File: src/rtl/forward_scoreboard.sv
// In-flight register write tracker: yields per-operand forwarding selects or a stall request,
// plus a saturating count of stalled advance cycles.
module forward_scoreboard #(
   parameter int unsigned STAGES = 3,
   parameter int unsigned REGS   = 32,
   parameter int unsigned NSRC   = 2,
   parameter int unsigned RA     = $clog2(REGS),
   parameter int unsigned LW     = $clog2(STAGES + 1),
   parameter int unsigned CW     = 16
) (
   input  logic                 CLK,
   input  logic                 RST,
   input  logic                 advance,
   input  logic                 flush,
   input  logic                 issue_wen,
   input  logic [RA-1:0]        issue_wsel,
   input  logic [LW-1:0]        issue_lat,
   input  logic [NSRC-1:0]      src_used,
   input  logic [NSRC*RA-1:0]   src_sel,
   output logic [NSRC*LW-1:0]   fwd_sel,
   output logic                 stall,
   output logic [CW-1:0]        stall_cnt
);

   // Entry k (1..STAGES) is stored at index k-1.
   logic [STAGES-1:0] valid_q, valid_d;
   logic [RA-1:0]     wsel_q [STAGES];
   logic [RA-1:0]     wsel_d [STAGES];
   logic [LW-1:0]     lat_q  [STAGES];
   logic [LW-1:0]     lat_d  [STAGES];
   logic [CW-1:0]     cnt_q, cnt_d;

   logic [LW-1:0]     lat_clamped;
   logic              load_ok;

   // Operand lookup: the youngest matching entry decides between forwarding and stalling.
   always_comb begin
      logic [RA-1:0] src;
      logic          hit;
      fwd_sel = '0;
      stall   = 1'b0;
      for (int i = 0; i < int'(NSRC); i++) begin
         src = src_sel[i*RA +: RA];
         hit = 1'b0;
         if (src_used[i] && (src != '0)) begin
            for (int j = 0; j < int'(STAGES); j++) begin
               if (!hit && valid_q[j] && (wsel_q[j] == src)) begin
                  hit = 1'b1;
                  if (LW'(j + 1) >= lat_q[j]) begin
                     fwd_sel[i*LW +: LW] = LW'(j + 1);
                  end else begin
                     stall = 1'b1;
                  end
               end
            end
         end
      end
   end

   // Issue gating and latency clamp into 1..STAGES.
   always_comb begin
      lat_clamped = issue_lat;
      if (issue_lat == '0) begin
         lat_clamped = LW'(1);
      end else if (issue_lat > LW'(STAGES)) begin
         lat_clamped = LW'(STAGES);
      end
      load_ok = issue_wen && (issue_wsel != '0) && !stall && !flush;
   end

   // Next-state: shift the table on advance; bubble into entry 1 unless a write issues.
   always_comb begin
      valid_d = valid_q;
      wsel_d  = wsel_q;
      lat_d   = lat_q;
      cnt_d   = cnt_q;
      if (advance) begin
         for (int j = int'(STAGES) - 1; j > 0; j--) begin
            valid_d[j] = valid_q[j-1];
            wsel_d[j]  = wsel_q[j-1];
            lat_d[j]   = lat_q[j-1];
         end
         valid_d[0] = load_ok;
         wsel_d[0]  = load_ok ? issue_wsel : '0;
         lat_d[0]   = load_ok ? lat_clamped : '0;
         if (stall && !flush && (cnt_q != '1)) begin
            cnt_d = cnt_q + CW'(1);
         end
      end
   end

   // State registers with synchronous reset that drops every pending entry.
   always_ff @(posedge CLK) begin
      if (RST) begin
         valid_q <= '0;
         cnt_q   <= '0;
         for (int j = 0; j < int'(STAGES); j++) begin
            wsel_q[j] <= '0;
            lat_q[j]  <= '0;
         end
      end else begin
         valid_q <= valid_d;
         cnt_q   <= cnt_d;
         for (int j = 0; j < int'(STAGES); j++) begin
            wsel_q[j] <= wsel_d[j];
            lat_q[j]  <= lat_d[j];
         end
      end
   end

   assign stall_cnt = cnt_q;

endmodule

File: config.mk
export PLATFORM = sky130hd
export DESIGN_NAME = forward_scoreboard
export DESIGN_NICKNAME = d
export VERILOG_FILES = /design/src/rtl/forward_scoreboard.sv
export SDC_FILE = /design/constraint.sdc
export NUM_CORES = 1
export LEC_CHECK = 0
export ABC_AREA = 1
export CAP_MARGIN = 20
export CORE_MARGIN = 8
export CORE_UTILIZATION = 35
export DETAILED_ROUTE_END_ITERATION = 6
export HOLD_SLACK_MARGIN = 0.03
export PLACE_DENSITY = 0.61
export SKIP_LAST_GASP = 1
export SYNTH_ARGS = -nofsm -noshare
export SYNTH_HDL_FRONTEND = slang
export SYNTH_SLANG_ARGS = --single-unit
File: constraint.sdc
create_clock -name CLK -period 2.3 [get_ports CLK]
set_input_delay 0.345 -clock CLK [delete_from_list [all_inputs] [get_ports CLK]]
set_output_delay 0.345 -clock CLK [all_outputs]
set_load 0.1 [all_outputs]
# Word-level counts from Yosys, hierarchy flattened
# Cells that the tools add are included.
# Widths: inputs -> output; s select.
dict set report totals {
  register_bits 40
  input_bits 24
  output_inout_bits 21
  elab_cells 88
}
dict set report classes {
  addsub 1
  order_cmp 4
  n_eq_ne 7
  mux 40
  reduce_logical 28
}
# op n
set ops {}
lappend ops {{$eq 5x5->1} 6}
lappend ops {{$mux 1} 26}
lappend ops {{$mux 2} 13}
lappend ops {{$logic_and 1x1->1} 17}
lappend ops {{$add 16x1->16 const B} 1}
lappend ops {{$ne 16x16->1 const B} 1}
lappend ops {{$reduce_bool 5->1} 3}
lappend ops {{$logic_not 1->1} 6}
lappend ops {{$mux 5} 1}
lappend ops {{$ge 2x2->1 const A} 2}
lappend ops {{$ge 1x2->1 const A} 1}
lappend ops {{$gt 2x2->1 const B} 1}
lappend ops {{$logic_not 2->1} 1}
lappend ops {{$reduce_and 2->1} 1}

# Depth between registers and ports, before layout
dict set report depth {
  depth_word 25
  depth_mapped 13
}

# Least setup slack after synthesis
# Ideal clock, no wire load.
dict set report synth_path {
  path_type {input to output}
  start {in src_sel[1]}
  end {out fwd_sel[1]}
  t_arrival_ns 2.544
  required_ns 1.955
  path_slack_ns -0.589
  path_stages 8
  path_cell_list {inv_1 > nand2_1 > nand2_1 > nor2_2 > nand3_4 > nand4_1 > or2_2 > a21oi_1}
}
dict set report synth_between {
  elab_chain_len 14
  elab_cells_between_ends 20
}
# element line
set synth_lines {}
lappend synth_lines {{from (decl)} 19} ;# input logic [NSRC*RA-1:0] src_sel,
lappend synth_lines {{$eq 5x5->1} 47} ;# if (!hit && valid_q[j] && (wsel_q[j] == src)) begin
lappend synth_lines {{$logic_and 1x1->1} 47}
lappend synth_lines {{$mux 1} 47}
lappend synth_lines {{$mux 1} 45} ;# if (src_used[i] && (src != '0)) begin
lappend synth_lines {{$logic_not 1->1} 47}
lappend synth_lines {{$logic_and 1x1->1 (2 in series)} 47}
lappend synth_lines {{$mux 1} 47}
lappend synth_lines {{$mux 1} 45}
lappend synth_lines {{$logic_not 1->1} 47}
lappend synth_lines {{$logic_and 1x1->1 (2 in series)} 47}
lappend synth_lines {{$mux 2} 47}
lappend synth_lines {{$mux 2 (*)} 45}
lappend synth_lines {{to (decl)} 20} ;# output logic [NSRC*LW-1:0] fwd_sel,
# Every way passes the cells marked *; elsewhere a longest branch is shown, timed or not. The select of a mux whose other input is x is not followed.

# Worst setup path after layout
dict set report layout_path {
  start {reg wsel_q[3] (netlist name)}
  end {out fwd_sel[0]}
}
dict set report layout_between {
  elab_chain_len 4
}
# element line
set layout_lines {}
lappend layout_lines {{from (decl)} 27} ;# logic [RA-1:0] wsel_q [STAGES];
lappend layout_lines {{from (signal, indexed assignment)} 105} ;# wsel_q[j] <= wsel_d[j];
lappend layout_lines {{$eq 5x5->1} 47}
lappend layout_lines {{$logic_and 1x1->1} 47}
lappend layout_lines {{$mux 2} 47}
lappend layout_lines {{$mux 2} 45}
# Every way passes these cells.

==> impl_metrics.tcl <==
set metrics [dict create \
    run_status "complete, no violations" \
    startpoint_type "flip-flop" \
    tritoncts.num_buffers 5 \
    yosysTopAreaCell "dfxtp_1" \
    std_cell_core_area_sq_um 6790 \
    setup.worst_path.start "wsel_q[3]" \
    number_of_global_route_vias_before_repair 2516 \
    worst-setup-path-type "flip-flop to output port" \
    antenna_found_initial 0 \
    cp_max_fo 4 \
    setup_viol 0 \
    placed_cell_area_sq_um 3120 \
    cp_data_required_time_ns 1.96 \
    drc 0 \
    via_per_instance_ratio 4.82 \
    clk_path_buf_depth 2 \
    finalHoldViolations 0 \
    clkSlewWorstSetupHoldPaths_ns 0.08 \
    yosysUniqueCellTypes 35 \
    ys_seq_area_share_pct 31.0 \
    slew_violations 0 \
    cts.root.buffer_cell "clkbuf_8" \
    ir_drop_mv 0.340 \
    max-cap-violations 0 \
    placement.setup.worst_slack_ns -0.180 \
    netlist_instances 355 \
    tritoncts "built" \
    critPathCaptureType "output port" \
    setup_slack_ns 0.132 \
    hpwl_mm 5.44 \
    floorplan.initialDensity_pct 36.1 \
    min_path_type "flip-flop to flip-flop" \
    fillCellCount 691 \
    powerDensity_nw_per_um2 419 \
    grt_start_max_net_pins 24 \
    maxClockFrequency_mhz 461 \
    postRouteAntennaNets 0 \
    io_buf_count 44 \
    rsz0062_at_grt "yes" \
    post-route-cell-area_sq_um 3290 \
    grt_use_total_pct 14.3 \
    synth.cell_area_sq_um 2450 \
    dieWidth_microns 99.8 \
    crit-reg2reg-launch "wsel_q[11]" \
    cts_num_sinks 38 \
    yosysWarningCount 0 \
    share_of_yosys_cell_area_claimed_by_the_top_area_cell_type_pct 31.0 \
    ctsHtreeMaxLevel 2 \
    first_pass_grt_wire_length_mm 11.7 \
    floorplan.die_area_sq_um 9950 \
    cellLeakagePower_nw 1.36 \
    final_nets 443 \
    final.period_utilization_pct 94.3 \
    drive_gt1_share_pct 28.6 \
    routed-via-count 2484 \
    drtIter0Drc 110 \
    timing.clock.skew_ns 0.00759 \
    insertedDiodeCount 0 \
    synthesis.area_per_instance_sq_um 6.92 \
    syn_nets 380 \
    gp_routability_congestion 0.995 \
    drt-pass1-iter-count 4 \
    grt-ovfl-total 0 \
    die_height_microns 99.8 \
    relSlewSlack_pct 77.1 \
    ys_seq_elements 38 \
    floorplan.io_pins 45 \
    placementRows 30 \
    ys_top_cells_by_area "dfxtp_1 (31%), nand2_1 (13%), a21oi_1 (6.3%)" \
    wire_per_inst_microns 13.3 \
    cts-hold-fix-buffers 0 \
    final_period_minus_worst_setup_slack_ns 2.17 \
    synthToLayoutAreaGrowth_pct 34.2 \
    worst_hold_startpoint "lat_q[4]" \
    total_power_draw_w 0.00138 \
    worst-slew-pin-transition_ns 0.339 \
    arrival_time_worst_endpoint_ns 1.82 \
    clock_insertion_delay_worst_skew_ns 0.29 \
    routed_wirelength_mm 6.85 \
]
## worst max-delay path, stage by stage (launching register included)
cell and delay [ns]:
dfxtp_1 0.33, inv_1 0.07, a21oi_1 0.12, nand4_1 0.12, nor4_2 0.30, nand3_2 0.19, a21oi_4 0.21, buf_12 0.19
## cell families (layout without fill, tap and decap cells)
family                   after synthesis  count (layout)  synth area share (%)
AO/OA/AOI/OAI                         64              64                  15.5
flip-flops                            38              38                  31.0
adder cells (fa/ha/maj)                1               1                 0.510
buffers and inverters                 46             110                  8.05
AND/OR/NAND/NOR                      187             187                  38.2
XOR/XNOR                              19              19                  6.78
## cell type report
cell class	count	area (sq um)	area share (%)
tap	96	120	3.65
inverter	36	135	4.10
multi-input combinational	271	1540	46.8
sequential	38	779	23.7
timing repair buffer	66	622	18.9
clock inverter	2	12.5	0.380
clock buffer	6	82.6	2.51
## report_power, final
| group | internal, W | total (W) | switching, W |
|---|---|---|---|
| combinational | 0.0000906 | 0.000209 | 0.000118 |
| clock | 0.000241 | 0.000479 | 0.000238 |
| sequential | 0.000676 | 0.000693 | 0.0000173 |
| total | 0.00101 | 0.00138 | 0.000374 |
## state kept, by name (all words and copies together), names as in the netlist
signal / count
lat_q: 4
stall_cnt: 16
valid_q: 3
wsel_q: 15
## Yosys cell counts (all sizes together)
cell,count
buf,3
xor2,16
nand4,14
or2,2
clkbuf,7
xnor2,3
o31ai,1
nor4,2
inv,36
nor3,5
ha,1
a21boi,1
nand3b,2
o21ai,19
nand3,28
a21oi,41
dfxtp,38
and3,1
o22ai,2
nand2,95
nor2,38
## metal layers
layer / wire, microns / track usage, % / part of all wire, % / vias up
li1: - / - / - / 1294
met1: 3150 / 17.2 / 46 / 1124
met2: 3300 / 24.2 / 48 / 53
met3: 254 / 2.86 / 3.7 / 13
met4: 144 / 5.59 / 2.1 / 0
met5: 0 / 0 / 0 / -
## path summary, 6_finish.rpt
path	end	slack, ns	cells after the start
worst max-delay path	fwd_sel[0]	0.13	7
worst min-delay path	lat_q[4]	0.47	2
worst max register to register	stall_cnt[3]	0.54	11
worst min register to register	lat_q[4]	0.47	2
## cell usage in the layout, fill, tap and decap left out, types with 6 or more instances in the layout
| cell | count |
|---|---|
| nand4_1 | 13 |
| nand2_2 | 8 |
| xor2_1 | 16 |
| inv_1 | 28 |
| nor2_1 | 28 |
| nor2_2 | 9 |
| a21oi_1 | 27 |
| nand2_1 | 83 |
| buf_4 | 38 |
| clkdlybuf4s50_1 | 13 |
| clkbuf_8 | 6 |
| o21ai_0 | 18 |
| dfxtp_2 | 15 |
| a21oi_2 | 12 |
| nand3_1 | 25 |
| dfxtp_1 | 23 |
| inv_2 | 8 |
## stage by stage
step / hold WS (ns) / TNS, ns / util (%) / instances
after floorplan: 0.446 / -0.870 / - / 355
after global placement: 0.458 / -0.345 / 46.0 / 504
after detailed placement: 0.464 / -0.424 / 46.0 / 504
after CTS: 0.475 / -0.0168 / 48.1 / 515
after global routing: 0.485 / -0.00569 / 48.5 / 515
final: 0.470 / 0 / 48.5 / 515
## timing repair
item                                    4_1_cts  5_1_grt
resized for setup                            13       13
endpoints found under the setup margin        5        5
buffers inserted                              3        0
pin swaps                                     7        3
(Power assumes the default switching activity.)
==> edit: new RTL, same flow settings <==
The parameter `STAGES` goes from 3 to 2.
--- a/src/rtl/forward_scoreboard.sv
+++ b/src/rtl/forward_scoreboard.sv
@@ -2,5 +2,5 @@
 // plus a saturating count of stalled advance cycles.
 module forward_scoreboard #(
-   parameter int unsigned STAGES = 3,
+   parameter int unsigned STAGES = 2,
    parameter int unsigned REGS   = 32,
    parameter int unsigned NSRC   = 2,
Check against the original RTL: not equivalent (a bounded check fails within 4 cycles, from zero or initial values and one cycle with RST high).
==> edit against the original RTL <==
Power shrank 8.7%. Count of clock-buffer cells in the layout is the same. Cell area shrank 15%. Non-clock buffer count shrank 13. Setup slack lost 0.024 ns. Sequential share of layout area shrank 0.50 points. Clock power grew 10%. Clock skew grew 0.0030 ns. Global-route usage shrank 1.3 points. Wire length shrank 19%. Maximum frequency shrank 1.1%. Final cell count shrank 8.3%. Synthesized area shrank 14%. Sequential cell count shrank 6.
==> edit: results (changes against the original RTL) <==
stage,metric,value,unit,change
run_status,status,"finished, final reports clean",,unchanged
timing,finClkSkew,0.0106,ns,was 0.00759 ns
pwr,fin_total_pwr,1260,uW,was 1380 uW
detailed_routing,routedWlPerCell,11.7,um,was 13.3 um
final_layout,multi_input_area,0.00123,mm^2,was 0.00154 mm^2
pwr,leakage,0.00126,uW,was 0.00136 uW
logic_synthesis,synth_area_leaders,"dfxtp_1, nand2_1, nor2_1, inv_1, nand4_1",,"was dfxtp_1, nand2_1, a21oi_1, xor2_1, nand3_1"
place,portBuffers,43,,was 44
worst_setup_path,cp_data_arrival_time,1.85,ns,was 1.82 ns
pwr,pwr-share-seq,45.6,%,was 50.2%
worst_setup_path,critPathTopFamily,buffers and inverters,,was simple AND/OR/NAND/NOR gates
place,gp_congestion,0.847,,was 0.995
worst_setup_path,slowest_delay,0.54,ns,was 0.33 ns
hold_path,min_to,lat_q[2]$_SDFFE_PP0P_,,was lat_q[4]$_SDFFE_PP0P_
pwr,ir_drop,240,uV,was 340 uV
logic_synthesis,synth-seq-area-share,30.5,%,was 31.0%
grt,grt_first_pass_wirelength,9210,um,was 11700 um
worst_setup_path,startpoint,src_sel[6],,was wsel_q[3]$_SDFFE_PP0P_
worst_setup_path,r2r-end,stall_cnt[0]$_SDFFE_PP0P_,,was stall_cnt[3]$_SDFFE_PP0P_
worst_setup_path,reg2regPathDepth,12,,was 11
worst_setup_path,path_max_fanout,9,,was 4
detailed_routing,dr.first_iter.drc_count,73,,was 110
timing,hold_ws,0.491,ns,was 0.470 ns
final_layout,n_fill_cell,616,,was 691
logic_synthesis,synth_xor_area_share,0.416,%,was 6.78%
logic_synthesis,synth_common_cells,"nand2_1, nor2_1, inv_1",,"was nand2_1, dfxtp_1, a21oi_1"
logic_synthesis,synthesis.nets,369,,was 380
grt,grt_pass1_vias,1980,,was 2516
pwr,p_clk_share,41.8,%,was 34.7%
worst_setup_path,slowest_stage,clkdlybuf4s50_1,,was dfxtp_1
clock_network,clk_pin_slew_worst_paths,0.06,ns,was 0.08 ns
place,place_hpwl,4270,um,was 5440 um
place,dp_slack,0.0936,ns,was -0.180 ns
## edit: cell count changes in the layout (fill, tap and decap cells not counted), sizes merged, moves of 11 or more
cell,before,now
xor2,16,1
inv,36,51
buf,43,31
nor2,38,61
a21oi,41,14
nand2,95,106
## edit: area by class of cell
type / instances / share of cell area, %
clock buffers: 6 / 2.60
multi-input cells: 253 / 44.0
flip-flops and latches: 32 / 23.2
well taps: 75 / 3.36
inverters: 51 / 6.94
clock inverters: 2 / 1.25
repair buffers: 53 / 18.6
## edit: what timing repair did
action,CTS,global route
resized for setup,0,6
buffers inserted,0,1
hold endpoints to repair,0,0
hold buffers,0,0
endpoints found under the setup margin,0,2
## edit: metal layers
metal / share of wire, % / vias up / wire, um / track usage [%]
li1: - / 1189 / - / -
met1: 48 / 954 / 2640 / 16.2
met2: 46 / 50 / 2520 / 21.3
met3: 5.6 / 4 / 312 / 3.37
met4: 0.96 / 0 / 53 / 3.62
met5: 0 / - / 0 / 0
